[src/rtl/uart_pkg.sv]
// Shared UART definitions: receiver states, bit timing helper, data width.
package uart_pkg;

  // Data width shared by uart_rx_fifo and uart_tx.
  localparam int unsigned DATA_W = 8;

  typedef enum logic [2:0] {
    RxIdle,
    RxStart,
    RxData,
    RxStop,
    RxBreak
  } rx_state_e;

  // Clock cycles per serial bit (integer division).
  function automatic int unsigned clks_per_bit(input int unsigned clk_hz,
                                               input int unsigned bit_rate);
    return clk_hz / bit_rate;
  endfunction

  // Offset from the start edge to the middle of the start bit.
  function automatic int unsigned half_bit(input int unsigned clk_hz,
                                           input int unsigned bit_rate);
    return clks_per_bit(clk_hz, bit_rate) / 2;
  endfunction

endpackage

[src/rtl/sync_fifo.sv]
// Synchronous first-word fall-through FIFO. A push is accepted when full
// only if a pop happens in the same cycle. Head reads as zero when empty.
module sync_fifo #(
  parameter int unsigned WIDTH = 8,
  parameter int unsigned DEPTH = 4
) (
  input  logic                       clk,
  input  logic                       reset,
  input  logic                       push,
  input  logic [WIDTH-1:0]           push_data,
  input  logic                       pop,
  output logic [WIDTH-1:0]           pop_data,
  output logic                       full,
  output logic                       empty,
  output logic [$clog2(DEPTH):0]     count
);

  localparam int unsigned AW = $clog2(DEPTH);
  localparam int unsigned CW = AW + 1;

  logic [WIDTH-1:0] mem [DEPTH];
  logic [AW-1:0]    wr_ptr_q, rd_ptr_q;
  logic [CW-1:0]    count_q;
  logic             do_push, do_pop;

  assign empty    = (count_q == '0);
  assign full     = (count_q == CW'(DEPTH));
  assign do_pop   = pop && !empty;
  assign do_push  = push && (!full || do_pop);
  assign count    = count_q;
  assign pop_data = empty ? '0 : mem[rd_ptr_q];

  // Pointer and occupancy update; pointers wrap naturally (power-of-two depth).
  always_ff @(posedge clk) begin
    if (reset) begin
      wr_ptr_q <= '0;
      rd_ptr_q <= '0;
      count_q  <= '0;
    end else begin
      if (do_push) wr_ptr_q <= wr_ptr_q + AW'(1);
      if (do_pop)  rd_ptr_q <= rd_ptr_q + AW'(1);
      count_q <= count_q + CW'(do_push) - CW'(do_pop);
    end
  end

  // Storage write; contents need no reset since empty masks the head.
  always_ff @(posedge clk) begin
    if (do_push) mem[wr_ptr_q] <= push_data;
  end

endmodule

[src/rtl/uart_rx_fifo.sv]
// 8N1 UART receiver with mid-bit sampling, sticky error flags and a
// receive FIFO.
module uart_rx_fifo
  import uart_pkg::*;
#(
  parameter int unsigned CLK_HZ     = 24_000_000,
  parameter int unsigned BIT_RATE   = 115_200,
  parameter int unsigned FIFO_DEPTH = 4
) (
  input  logic                          clk,
  input  logic                          reset,
  input  logic                          uart_rxd,
  input  logic                          rd_en,
  input  logic                          err_clr,
  output logic [DATA_W-1:0]             rd_data,
  output logic                          rx_valid,
  output logic [$clog2(FIFO_DEPTH):0]   fifo_count,
  output logic                          overrun,
  output logic                          frame_err
);

  localparam int unsigned CLKS_PER_BIT = clks_per_bit(CLK_HZ, BIT_RATE);
  localparam int unsigned HALF_BIT     = half_bit(CLK_HZ, BIT_RATE);
  localparam int unsigned TW           = $clog2(CLKS_PER_BIT + 1);

  logic [1:0]        sync_q;
  logic              rxs;
  rx_state_e         state_q;
  logic [TW-1:0]     tick_q;
  logic [2:0]        bit_idx_q;
  logic [DATA_W-1:0] shift_q;
  logic              overrun_q, frame_err_q;
  logic              last_tick, half_tick, push;
  logic              fifo_full, fifo_empty;

  assign rxs       = sync_q[1];
  assign last_tick = (tick_q == TW'(CLKS_PER_BIT - 1));
  assign half_tick = (tick_q == TW'(HALF_BIT - 1));
  assign push      = (state_q == RxStop) && last_tick && rxs;
  assign rx_valid  = !fifo_empty;
  assign overrun   = overrun_q;
  assign frame_err = frame_err_q;

  // Two-flop synchronizer, preset high so reset never looks like a start bit.
  always_ff @(posedge clk) begin
    if (reset) sync_q <= 2'b11;
    else       sync_q <= {sync_q[0], uart_rxd};
  end

  // Bit timing FSM and sticky error flags; a new error wins over err_clr.
  always_ff @(posedge clk) begin
    if (reset) begin
      state_q     <= RxIdle;
      tick_q      <= '0;
      bit_idx_q   <= '0;
      shift_q     <= '0;
      overrun_q   <= 1'b0;
      frame_err_q <= 1'b0;
    end else begin
      if (err_clr) begin
        overrun_q   <= 1'b0;
        frame_err_q <= 1'b0;
      end
      if (push && fifo_full && !rd_en) overrun_q <= 1'b1;
      unique case (state_q)
        RxIdle: begin
          tick_q    <= '0;
          bit_idx_q <= '0;
          if (!rxs) state_q <= RxStart;
        end
        RxStart: begin
          if (half_tick) begin
            tick_q  <= '0;
            state_q <= rxs ? RxIdle : RxData;
          end else begin
            tick_q <= tick_q + TW'(1);
          end
        end
        RxData: begin
          if (last_tick) begin
            tick_q    <= '0;
            shift_q   <= {rxs, shift_q[DATA_W-1:1]};
            bit_idx_q <= bit_idx_q + 3'd1;
            if (bit_idx_q == 3'(DATA_W - 1)) state_q <= RxStop;
          end else begin
            tick_q <= tick_q + TW'(1);
          end
        end
        RxStop: begin
          if (last_tick) begin
            tick_q <= '0;
            if (rxs) begin
              state_q <= RxIdle;
            end else begin
              frame_err_q <= 1'b1;
              state_q     <= RxBreak;
            end
          end else begin
            tick_q <= tick_q + TW'(1);
          end
        end
        RxBreak: begin
          if (rxs) state_q <= RxIdle;
        end
        default: state_q <= RxIdle;
      endcase
    end
  end

  sync_fifo #(
    .WIDTH (DATA_W),
    .DEPTH (FIFO_DEPTH)
  ) u_fifo (
    .clk       (clk),
    .reset     (reset),
    .push      (push),
    .push_data (shift_q),
    .pop       (rd_en),
    .pop_data  (rd_data),
    .full      (fifo_full),
    .empty     (fifo_empty),
    .count     (fifo_count)
  );

endmodule

[config.mk]
export PLATFORM = sky130hd
export DESIGN_NAME = uart_rx_fifo
export DESIGN_NICKNAME = d
export VERILOG_FILES = /design/src/rtl/uart_pkg.sv /design/src/rtl/sync_fifo.sv /design/src/rtl/uart_rx_fifo.sv
export SDC_FILE = /design/constraint.sdc
export NUM_CORES = 1
export LEC_CHECK = 0
export ABC_AREA = 1
export BUFFER_PORTS_ARGS = -buffer_cell sky130_fd_sc_hd__buf_2
export CAP_MARGIN = 20
export CORE_MARGIN = 4
export CORE_UTILIZATION = 60
export CTS_BUF_LIST = sky130_fd_sc_hd__clkbuf_4
export DETAILED_ROUTE_END_ITERATION = 10
export PLACE_DENSITY = 0.79
export RECOVER_POWER = 50
export SYNTH_ARGS = -nofsm -noshare
export SYNTH_HDL_FRONTEND = slang
export SYNTH_HIERARCHICAL = 1
export SYNTH_SLANG_ARGS = --single-unit
[constraint.sdc]
create_clock -name clk -period 2.61 [get_ports clk]
set_clock_uncertainty 0.15 [all_clocks]
set_input_delay 0.783 -clock clk [delete_from_list [all_inputs] [get_ports clk]]
set_output_delay 0.783 -clock clk [all_outputs]
set_load 0.02 [all_outputs]
Word level (Yosys, flattened, before mapping) --
Memory sizes are Yosys's and may differ from the RTL's. A register that Yosys moved wholly into a read port is not among the register bits. Index checks and enable logic that the tools add are counted.
Word-level totals: word-level logic and storage cells 75, register bits 33, memories kept 1, bits in writable memories 32
Memory list:
- u_fifo.mem | depth 4, width 8, read ports 1, clocked after memory_dff 1, wr ports 1, line sync_fifo.sv:21 | logic [WIDTH-1:0] mem [DEPTH];
Cells by class: mux-type cells 25, equality and inequality tests 14, reductions and logical operators 19, add/sub/neg operators 6
Operator list (count):
- two-way mux 3 bit | 8
- two-way mux 8 bit | 3
- case mux 8 bit (3 select lines) | 1
- case mux 3 bit (5 select lines) | 1
- inequality test 2 bit, second input constant | 6
- equality test 3 bit, second input constant | 3
- adder 8 x 1 -> 8 bit, second input constant | 1
- equality test 8 x 7 -> 1 bit, second input constant | 1
- equality test 8 bit, second input constant | 1
- two-way mux 1 bit | 8
- equality test 3 x 2 -> 1 bit, second input constant | 2
- logical AND 1 bit | 6
- logical NOT 3 bit | 2
- two-way mux 2 bit | 3
- case mux 3 bit (2 select lines) | 1
- AND reduction 6 bit | 1
- adder 2 x 1 -> 2 bit, second input constant | 2
- AND reduction 2 bit | 2
- nonzero test 2 bit | 2
- adder 3 x 1 -> 3 bit | 1
- adder 3 x 1 -> 3 bit, second input constant | 1
- equality test 3 x 1 -> 1 bit, second input constant | 1
- logical NOT 1 bit | 3
- nonzero test 3 bit | 1
- 3 further kinds | 3

Depth between registers and ports, before layout --
Gate-level depths: netlist of the first run.
depth after elaboration 7, depth in mapped cells 11, depth with buffers taken out 11

Modules after synthesis --
Netlist of the first run, hierarchy kept.
Modules (own cells, without submodules):
- sync_fifo | instances 1, cells an instance 163, area each 1825.5 µm²
- uart_rx_fifo | instances 1, cells an instance 175, area each 1281.2 µm²

Least setup slack after synthesis of the first run --
No wires, ideal clock.
path kind register to register, start point register tick_q[0], end point register u_fifo.count_q[2] (netlist: u_fifo/count[2]), path buffers 0, arrival time 2.094 ns, setup slack 0.252 ns, stages on the path, launching flop included 12, required time 2.346 ns, period minus slack after synthesis 2.358 ns, setup time 0.114 ns, path through dfxtp_1 > ha_1 > nand3_2 > clkinv_1 > nand2_4 > nor3_2 > or2_4 > nand2_2 > ha_1 > fa_1 > xor2_1 > nor2_1
On the way: longest elaborated chain between the ends 6
Ends and longest elaborated chain:
- start: declaration | line uart_rx_fifo.sv:29 | logic [TW-1:0] tick_q;
- start signal: assignment | line uart_rx_fifo.sv:76 | tick_q <= tick_q + TW'(1);
- start signal: assignment | line uart_rx_fifo.sv:86 | tick_q <= tick_q + TW'(1);
- start signal: assignment | line uart_rx_fifo.sv:99 | tick_q <= tick_q + TW'(1);
- equality test 8 bit | line uart_rx_fifo.sv:37 | assign last_tick = (tick_q == TW'(CLKS_PER_BIT - 1));
- logical AND 1 bit (2 in a row) | line uart_rx_fifo.sv:39 | assign push = (state_q == RxStop) && last_tick && rxs;
- via push | line uart_rx_fifo.sv:33 | logic last_tick, half_tick, push;
- logical AND 1 bit | line sync_fifo.sv:29 | assign do_push = push && (!full || do_pop);
- adder 3 x 1 -> 3 bit | line sync_fifo.sv:42 | count_q <= count_q + CW'(do_push) - CW'(do_pop);
- subtractor 3 x 1 -> 3 bit | line sync_fifo.sv:42
- end signal: assignment | line sync_fifo.sv:42
- end: declaration | line sync_fifo.sv:23 | logic [CW-1:0] count_q;
The timed path passes the listed nets, and every way through them passes these cells. A chain may end at the register's enable or synchronous reset.

==> results of run 1 <==
## synthesized netlist by cell type
library cell | number | area (um2)
nor4_1 | 1 | 6.260
nor2_4 | 4 | 45.04
buf_12 | 2 | 40.04
xor2_1 | 2 | 17.52
fa_1 | 1 | 20.02
or2_4 | 1 | 8.760
buf_6 | 3 | 33.78
a21oi_2 | 2 | 17.52
nor2_8 | 1 | 20.02
o21ai_0 | 10 | 50.05
nand3_2 | 2 | 20.02
nand4_1 | 1 | 6.260
nor2_2 | 12 | 75.07
o21bai_1 | 1 | 7.510
ha_1 | 8 | 100.1
nor2_1 | 59 | 221.5
inv_2 | 6 | 22.52
nand3_1 | 15 | 75.07
a21oi_1 | 23 | 115.1
buf_8 | 1 | 15.01
o21ai_1 | 18 | 90.09
edfxtp_1 | 32 | 960.9
or2_2 | 2 | 12.51
buf_1 | 1 | 3.750
nand2_2 | 8 | 50.05
nand2_1 | 45 | 168.9
nand3_4 | 1 | 17.52
nand2_4 | 2 | 22.52
clkbuf_1 | 1 | 3.750
inv_1 | 33 | 123.9
nor3_2 | 2 | 20.02
clkinv_1 | 1 | 3.750
dfxtp_1 | 35 | 700.7
a31oi_1 | 1 | 6.260
nor3_1 | 1 | 5.000
## metrics by stage
step	power [W]	std cells	utilization [%]
floorplan	0.002066	338	-
global placement	0.002237	426	66.95
detailed placement	0.002266	426	66.95
CTS	0.003044	442	70.46
global route	0.003173	442	69.64
finish	0.002961	442	69.64
## flip-flops by register name (all words and copies together), names as in the netlist, named ones only
register and flops:
u_fifo/mem 32, shift_q 8, tick_q 8, bit_idx_q 3
state_q 3, u_fifo/count 3, sync_q 2, u_fifo/rd_ptr_q 2
u_fifo/wr_ptr_q 2, frame_err 1, overrun 1
## final cells by class
type / instances / area [um2]
clock buffer: 9 / 67.56
clock inverter: 7 / 101.3
fill: 375 / 1481
inverter: 40 / 155.1
multi-input combinational: 223 / 1152
sequential: 67 / 1663
tap: 67 / 83.83
timing repair buffer: 29 / 175.2
## how the worst max path moves through the flow
stage | slack, ns | cells after the start | start | endpoint
after global placement | 0.29 | 11 | tick_q[0] | u_fifo/count[2]
after detailed placement | 0.20 | 11 | tick_q[0] | u_fifo/count[2]
final | 0.13 | 6 | flop | rd_data[2]
after global routing | 0.0003 | 6 | flop | rd_data[3]
after floorplan | 0.25 | 11 | tick_q[0] | u_fifo/count[2]
after CTS | 0.03 | 6 | flop | rd_data[2]
## repair_timing
action	CTS	global route
gates cloned	0	0
setup endpoints to repair	3	6
endpoints found under the hold margin	0	0
gates resized for setup	1	4
## cells by family (layout without fill, tap and decap cells)
logic type | after synthesis | in the layout | share of synthesized area [%]
AOI/OAI and AO/OA | 55 | 55 | 9.223
xor gates and xnor gates | 2 | 2 | 0.5639
adders and majority gates | 9 | 9 | 3.866
buffers and inverters | 48 | 85 | 7.933
DFF | 67 | 67 | 53.48
and+or+nand+nor | 157 | 157 | 24.93
## where the power goes
| group | switching (W) | internal, W | leakage (nW) |
|---|---|---|---|
| clock network | 0.000382 | 0.000394 | 0.0827 |
| registers | 0.0000726 | 0.00116 | 0.657 |
| logic | 0.000624 | 0.000329 | 0.784 |
## routing by layer
| metal | part of all wire (%) | vias up | wire [um] |
|---|---|---|---|
| met5 | 0 | - | 0 |
| met4 | 1.7 | 0 | 91 |
| met3 | 3.9 | 11 | 211 |
| met2 | 49 | 36 | 2678 |
| met1 | 46 | 1015 | 2498 |
| li1 | - | 1159 | - |
==> impl_metrics.csv, run 1 <==
group,metric,value,unit
outcome,status,"finished clean",
floorplan,fp.dieH,79.96,um
global_routing,use_met2,31.79,%
synth,ys_seq_elements,67,
global_routing,gr-max-usage-layer,"met2",
global_routing,grt_first_pass_wirelength,9453,um
critical_path,critPathTopFamily,"flip-flops",
route,routedWlPerCell,12.40,um
min_path,worst_hold_path.num_cells,1,
floorplan,io_pins,19,
global_routing,overflow,0,
synth,ys_seq_area_share,53.48,%
route,drt_iter0_markers,108,
clock_network,insertion_delay,0.41,ns
min_path,hold_path_class,"reg2reg",
global_routing,antenna_found_initial,0,
critical_path,critPathRequiredTime,1.68,ns
place,post-place-ws,0.2042,ns
critical_path,cpMaxStageDelayCell,"dfxtp_2",
synth,ys_warn_count,6,
sta,setup_violations,0,
critical_path,path_max_fanout,8,
sta,slew-limit-headroom,35.22,%
floorplan,std_cell_rows,25,
critical_path,path_cells,"buf_6 -> nor2_1 -> nor2_1 -> o21ai_0 -> a21oi_1 -> buf_2",
critical_path,crit_type,"reg2out",
clock_network,cts_tree,"built",
sta,worst_pin_slew,0.9681,ns
place,placed_area,3267,um2
route,postRouteAntennaNets,0,
critical_path,path_common_cell,"nor2_1",
critical_path,crit_arrival,1.55,ns
min_path,hold_path_startpoint,"sync_q[0]",
min_path,min_to,"sync_q[1]",
cells_and_area,layout.nets,384,
clock_network,cts.sinks,67,
clock_network,ctsHoldBuffers,0,
synth,synth_area_per_cell,9.192,um2
critical_path,cp_slowest_stage_delay,0.39,ns
critical_path,critPathLaunchType,"flop",
synth,syn_inst,338,
clock_network,cts_max_level,3,
place,port_buffers,18,
route,dr.pass1.iters,4,
cells_and_area,final_cell_mix,"nor2_1 (62), nand2_1 (48), dfxtp_1 (34)",
floorplan,die_area,6393,um2
critical_path,r2r_start,"tick_q[0]",
global_routing,grt_max_degree,20,
synth,synth_cell_types,35,
global_routing,track_usage,19.37,%
route,vias,2221,
critical_path,r2r_slack,0.21,ns
cells_and_area,final_area,3398,um2
sta,fmax,0.4026,GHz
clock_network,post_cts_buffers,0,
sta,fin_setup_tns,0,ns
critical_path,cp-end-kind,"primary output",
critical_path,critPathBufInv,2,
sta,rsz0062_at_grt,"false",
floorplan,core_area,4880,um2
critical_path,ff2ff_path_depth,11,
cells_and_area,drive_above_1_share,21.60,%
sta,finalCritPeriodShare,95.18,%
synth,netlist_area,3107,um2
synth,postSynthNetCount,352,
sta,setup_slack,0.1259,ns
cells_and_area,area_growth,9.384,%
flow_run,drv_cap,0,
route,drt-total-wl,5480,um
power,power_density,871.3,nW/um2
power,irDropWorstVdd,0.4948,mV
floorplan,die_x,79.96,um
power,p_leak,1.523,nW
global_routing,grt_pass1_vias,2119,
place,dpl.hpwl,3789,um
clock_network,cts.clk_slew.worst_paths,0.11,ns
sta,worst_hold_slack,0.2699,ns
clock_network,numCtsBuffers,9,
route,drc_errors,0,
route,vias_per_cell,5.025,
global_routing,grtUsageMet3,4.853,%
clock_network,cts_root_buf,"clkbuf_4",
sta,hold_violations,0,
sta,slew_violations,0,
sta,fin_crit,2.484,ns
clock_network,cts_max_path_buffers,2,
cells_and_area,diodes,0,
place,place.gp.congestion,0.8427,
critical_path,worstReg2RegEnd,"u_fifo/count[2]",
cells_and_area,final_common_cell,"nor2_1",
global_routing,gr-usage-met1,23.21,%
floorplan,start_util,63.67,%
Power figures use the tool's default switching activity.
==> inputs of run 2 (changes only) <==
- clock period: 2.61 -> 3.2 ns (I/O delays scaled with it)
==> run 2 against run 1 <==
Net effect: clock power down 33%; setup slack better by 0.28 ns; combinational power down 23%; clock-buffer cell count unchanged; first-iteration DRC count up 28%; wire length up 0.15%; die area unchanged; via count down 1.0%; cell count down 1.8%; highest routed layer unchanged.
==> impl_metrics.csv, run 2 (synthesis results as in run 1) <==
group,metric,value,unit
floorplan,die_area,6393,um2
critical_path,cpMaxStageDelayCell,"dfxtp_2",
cells_and_area,final_cell_mix,"nor2_1 (61), nand2_1 (48), inv_1 (34), dfxtp_1 (34), edfxtp_1 (32)",
clock_network,cts_tree,"built",
sta,fin_setup_tns,0,ns
min_path,worst_hold_path.num_cells,1,
critical_path,cp_slowest_stage_delay,0.51,ns
route,postRouteAntennaNets,0,
cells_and_area,final_area,3297,um2
critical_path,crit_arrival,1.68,ns
clock_network,postCtsResizedCells,0,
global_routing,track_usage,19.43,%
clock_network,cts_max_path_buffers,2,
sta,slew-limit-headroom,37.65,%
global_routing,grt_pass1_vias,2057,
sta,hold_violations,0,
sta,worst_hold_slack,0.2707,ns
floorplan,start_util,63.67,%
critical_path,critPathLaunchType,"flop",
floorplan,std_cell_rows,25,
route,drt-total-wl,5488,um
route,drc_errors,0,
floorplan,die_x,79.96,um
sta,finalCritPeriodShare,87.27,%
sta,fmax,0.3581,GHz
cells_and_area,largest_register_ffs,32,
clock_network,ctsHoldBuffers,0,
clock_network,cts.clk_slew.worst_paths,0.11,ns
route,vias_per_cell,5.065,
critical_path,path_cells,"buf_4 -> nor2_2 -> nor2_1 -> o21ai_1 -> a21oi_1 -> buf_2",
min_path,min_to,"sync_q[1]",
clock_network,insertion_delay,0.40,ns
floorplan,core_area,4880,um2
place,dpl.hpwl,3894,um
min_path,hold_path_startpoint,"sync_q[0]",
flow_run,drv_cap,0,
critical_path,path_max_fanout,13,
sta,setup_violations,0,
cells_and_area,drive_above_1_share,19.07,%
cells_and_area,diodes,0,
sta,slew_violations,0,
global_routing,grt_first_pass_wirelength,9301,um
floorplan,fp.dieH,79.96,um
outcome,status,"finished clean",
cells_and_area,layout.nets,376,
sta,setup_slack,0.4072,ns
route,vias,2198,
place,post-place-ws,0.6135,ns
clock_network,cts_max_level,3,
critical_path,r2r_start,"tick_q[0]",
global_routing,grt_max_degree,21,
power,power_density,697.3,nW/um2
clock_network,post_cts_buffers,0,
place,placed_area,3207,um2
route,drt_iter0_markers,138,
route,routedWlPerCell,12.65,um
cells_and_area,top_regs,"u_fifo/mem: 32 flops, shift_q: 8 flops, tick_q: 8 flops",
critical_path,ff2ff_path_depth,11,
power,p_leak,1.455,nW
critical_path,critPathRequiredTime,2.09,ns
sta,rsz0062_at_grt,"false",
floorplan,io_pins,19,
critical_path,r2r_slack,0.58,ns
cells_and_area,area_growth,6.122,%
power,irDropWorstVdd,0.4070,mV
critical_path,worstReg2RegEnd,"u_fifo/count[2]",
critical_path,critPathTopFamily,"flip-flops",
clock_network,numCtsBuffers,9,
min_path,hold_path_class,"reg2reg",
place,port_buffers,18,
critical_path,cp-end-kind,"primary output",
cells_and_area,final_common_cell,"nor2_1",
place,place.gp.congestion,0.8207,
critical_path,crit_type,"reg2out",
cells_and_area,top_register,"u_fifo/mem",
global_routing,antenna_found_initial,0,
global_routing,overflow,0,
clock_network,cts.sinks,67,
sta,worst_pin_slew,0.9352,ns
clock_network,cts_root_buf,"clkbuf_4",
route,dr.pass1.iters,4,
sta,fin_crit,2.793,ns
critical_path,critPathBufInv,2,
-- run 2: changes by cell type in the layout (fill, tap and decap cells not counted), moves of 2 or more --
cell and delta:
inv_6 -2, clkinv_4 -2, clkinv_1 +3, clkinv_2 +2, buf_4 -7
-- run 2: final cells by class --
| type | count | area [um2] |
|---|---|---|
| clock inverters | 7 | 58.81 |
| repair buffers | 21 | 111.4 |
| clock buffers | 9 | 67.56 |
| inverters | 40 | 150.1 |
| flip-flops and latches | 67 | 1663 |
| well taps | 67 | 83.83 |
| fillers | 397 | 1583 |
| multi-input cells | 223 | 1162 |
-- run 2: how the worst max path moves through the flow --
stage                     startpoint         endpoint  cells after the start
final                           flop       rd_data[1]                      6
after global routing            flop       rd_data[2]                      6
after CTS                       flop       rd_data[2]                      6
after detailed placement   tick_q[0]  u_fifo/count[2]                     11
after global placement          flop       rd_data[2]                      6
after floorplan            tick_q[0]  u_fifo/count[2]                     11
-- run 2: power breakdown --
group	internal, W	switching (W)
clock	0.000228	0.000293
sequential	0.000946	0.0000966
combinational	0.000258	0.000477
total	0.00143	0.000867
-- run 2: through the flow --
step / cells / total power (W) / util (%)
after floorplan: 338 / 0.001685 / -
after global placement: 418 / 0.001793 / 65.72
after detailed placement: 418 / 0.001815 / 65.72
after CTS: 434 / 0.002334 / 68.31
after global routing: 434 / 0.002465 / 67.56
final: 434 / 0.002299 / 67.56
-- run 2: per-layer routing --
layer,global-route usage [%],vias to the layer above,share of wire (%)
li1,-,1147,-
met1,23.41,1009,45
met2,31.54,31,49
met3,5.305,11,3.8
met4,10.30,0,2.4
met5,0,-,0
==> inputs of run 3 (changes only) <==
--- a/config.mk
+++ b/config.mk
@@ -10,3 +10,3 @@
 export CAP_MARGIN = 20
-export CORE_MARGIN = 4
+export CORE_MARGIN = 2
 export CORE_UTILIZATION = 60
==> constraint.sdc (replaced) <==
create_clock -name clk -period 3.2 [get_ports clk]
set_clock_uncertainty 0.15 [all_clocks]
set_input_delay 0.32 -clock clk [delete_from_list [all_inputs] [get_ports clk]]
set_output_delay 0.32 -clock clk [all_outputs]
set_load 0.02 [all_outputs]
==> run 3 against run 2 <==
Net effect: via count up 2.0%; fmax up 7.8%; non-clock buffer count down 1; clock-buffer cell count unchanged; die area down 9.8%; critical path depth up 5; sequential power about the same.
==> impl_metrics.csv, run 3 (synthesis results as in run 1) <==
group,metric,value,unit
clock_network,numCtsBuffers,9,
cells_and_area,drive_above_1_share,15.85,%
cells_and_area,final_common_cell,"nor2_1",
floorplan,core_area,5042,um2
global_routing,overflow,0,
sta,fmax,0.3861,GHz
outcome,status,"finished clean",
route,dr.pass1.iters,5,
power,seq_power_share,45.4,%
clock_network,cts.clk_slew.worst_paths,0.12,ns
power,switchingPower,0.0008408,W
sta,hold_violations,0,
global_routing,antenna_found_initial,0,
power,p_comb_share,31.6,%
route,postRouteAntennaNets,0,
sta,fin_crit,2.590,ns
clock_network,cts_tree,"built",
cells_and_area,largest_register_ffs,32,
place,dpl.hpwl,3792,um
min_path,hold_path_startpoint,"err_clr",
route,drt-total-wl,5367,um
global_routing,grt_max_degree,21,
clock_network,insertion_delay,0.41,ns
floorplan,io_pins,19,
cells_and_area,area_growth,4.792,%
cells_and_area,diodes,0,
global_routing,grt_pass1_vias,2214,
sta,slew_violations,0,
critical_path,cp_slowest_stage_delay,0.38,ns
cells_and_area,seqCellArea,1662,um2
sta,slew-limit-headroom,36.57,%
power,p_leak,1.422,nW
cells_and_area,n_fill_cell,424,
power,power_density,690.3,nW/um2
power,p_int,0.001406,W
clock_network,cts.sinks,67,
critical_path,crit_arrival,2.79,ns
sta,worst_hold_slack,0.02936,ns
cells_and_area,top_regs,"u_fifo/mem: 32 flops, shift_q: 8 flops, tick_q: 8 flops",
global_routing,track_usage,20.34,%
clock_network,cts_max_level,3,
cells_and_area,utilization,64.57,%
sta,rsz0062_at_grt,"false",
global_routing,grt_first_pass_wirelength,9342,um
min_path,min_to,"frame_err",
critical_path,cpMaxStageDelayCell,"dfxtp_1",
floorplan,die_x,75.96,um
cells_and_area,top_register,"u_fifo/mem",
place,port_buffers,18,
sta,setup_violations,0,
place,post-place-ws,0.6266,ns
route,routedWlPerCell,12.31,um
clock_network,cts_root_buf,"clkbuf_4",
critical_path,crit_type,"reg2reg",
min_path,worst_hold_path.num_cells,4,
power,sw_frac_of_total,37.41,%
critical_path,worstReg2RegEnd,"u_fifo/count[2]",
critical_path,path_cells,"ha_1 -> nand3_1 -> clkinv_1 -> nand2_1 -> nor3_2 -> or2_4 -> nand2_2 -> ha_1 -> fa_1 -> xor2_1 -> nor2_1",
floorplan,fp.dieH,75.96,um
power,power.share.clock,23.0,%
sta,fin_setup_tns,0,ns
floorplan,start_util,61.61,%
floorplan,die_area,5769,um2
route,drt_iter0_markers,69,
cells_and_area,multi_input_area,1129,um2
place,place.gp.congestion,0.8354,
clock_network,cts_max_path_buffers,2,
critical_path,critPathRequiredTime,3.40,ns
sta,worst_pin_slew,0.9479,ns
critical_path,r2r_start,"tick_q[0]",
sta,finalCritPeriodShare,80.93,%
floorplan,std_cell_rows,26,
critical_path,ff2ff_path_depth,11,
route,vias_per_cell,5.140,
power,irDropWorstVdd,0.3811,mV
critical_path,r2r_slack,0.61,ns
cells_and_area,final_cell_mix,"nor2_1 (62), nand2_1 (50), dfxtp_1 (35)",
critical_path,path_max_fanout,8,
critical_path,path_common_cell,"ha_1",
min_path,hold_path_class,"in2reg",
cells_and_area,layout.nets,375,
sta,setup_slack,0.6102,ns
route,drc_errors,0,
flow_run,drv_cap,0,
route,vias,2241,
critical_path,critPathLaunchType,"flop",
critical_path,cp-end-kind,"flop",
[run 3: changes by cell type in the layout (fill, tap and decap cells not counted), moves of 2 or more]
cell      previous run  this run
clkbuf_1             1         5
buf_2               17        13
nand2_1             48        50
buf_4                3         1
[run 3: stage by stage]
stage | cell area (um2) | instances | power (W)
2_1_floorplan | 3107 | 338 | 0.001685
3_3_place_gp | 3196 | 419 | 0.001790
3_5_place_dp | 3196 | 419 | 0.001815
4_1_cts | 3332 | 436 | 0.002328
5_1_grt | 3256 | 436 | 0.002402
6_report | 3256 | 436 | 0.002247
[run 3: power by group through the flow]
stage | clock network [W] | registers [W] | logic (W)
global placement | 0 | 0.00104 | 0.000750
finish | 0.000517 | 0.00102 | 0.000709
floorplan | 0 | 0.00104 | 0.000649
global route | 0.000558 | 0.00103 | 0.000812
detailed placement | 0 | 0.00104 | 0.000770
CTS | 0.000528 | 0.00102 | 0.000775
[run 3: worst max-delay path by stage]
stage	from	endpoint	slack (ns)	cells past startpoint
detailed placement	tick_q[0]	u_fifo/count[2]	0.63	11
finish	tick_q[0]	u_fifo/count[2]	0.61	11
global placement	tick_q[0]	u_fifo/count[2]	0.68	11
floorplan	tick_q[0]	u_fifo/count[2]	0.84	11
CTS	tick_q[0]	u_fifo/count[2]	0.62	11
global route	tick_q[0]	u_fifo/count[2]	0.35	11
[run 3: metal layers]
layer	track usage, %	share of wire (%)	vias up	wire, um
met1	23.35	45	1042	2406
met2	35.89	50	37	2674
li1	-	-	1152	-
met5	0	0	-	0
met3	4.405	3.5	10	186
met4	10.18	1.8	0	99
[run 3: worst max-delay path, delay by kind of cell (launching register included)]
family / cells / cell delay (ns)
DFF: 1 / 0.38
adders and majority gates: 3 / 0.77
and+or+nand+nor: 6 / 0.98
xor gates and xnor gates: 1 / 0.17
buffers and inverters: 1 / 0.10
[run 3: what timing repair did]
action	in CTS	in global routing
resized for setup	0	0
hold buffers	1	0
hold endpoints to repair	1	0
setup buffers	0	0
[run 3: area by class of cell]
| cell class | instances | share of cell area, % |
|---|---|---|
| clock buffers | 9 | 2.075 |
| clock inverters | 7 | 1.806 |
| inverters | 40 | 4.612 |
| multi-input cells | 223 | 34.67 |
| flip-flops and latches | 67 | 51.04 |
| well taps | 70 | 2.690 |
| repair buffers | 20 | 3.113 |
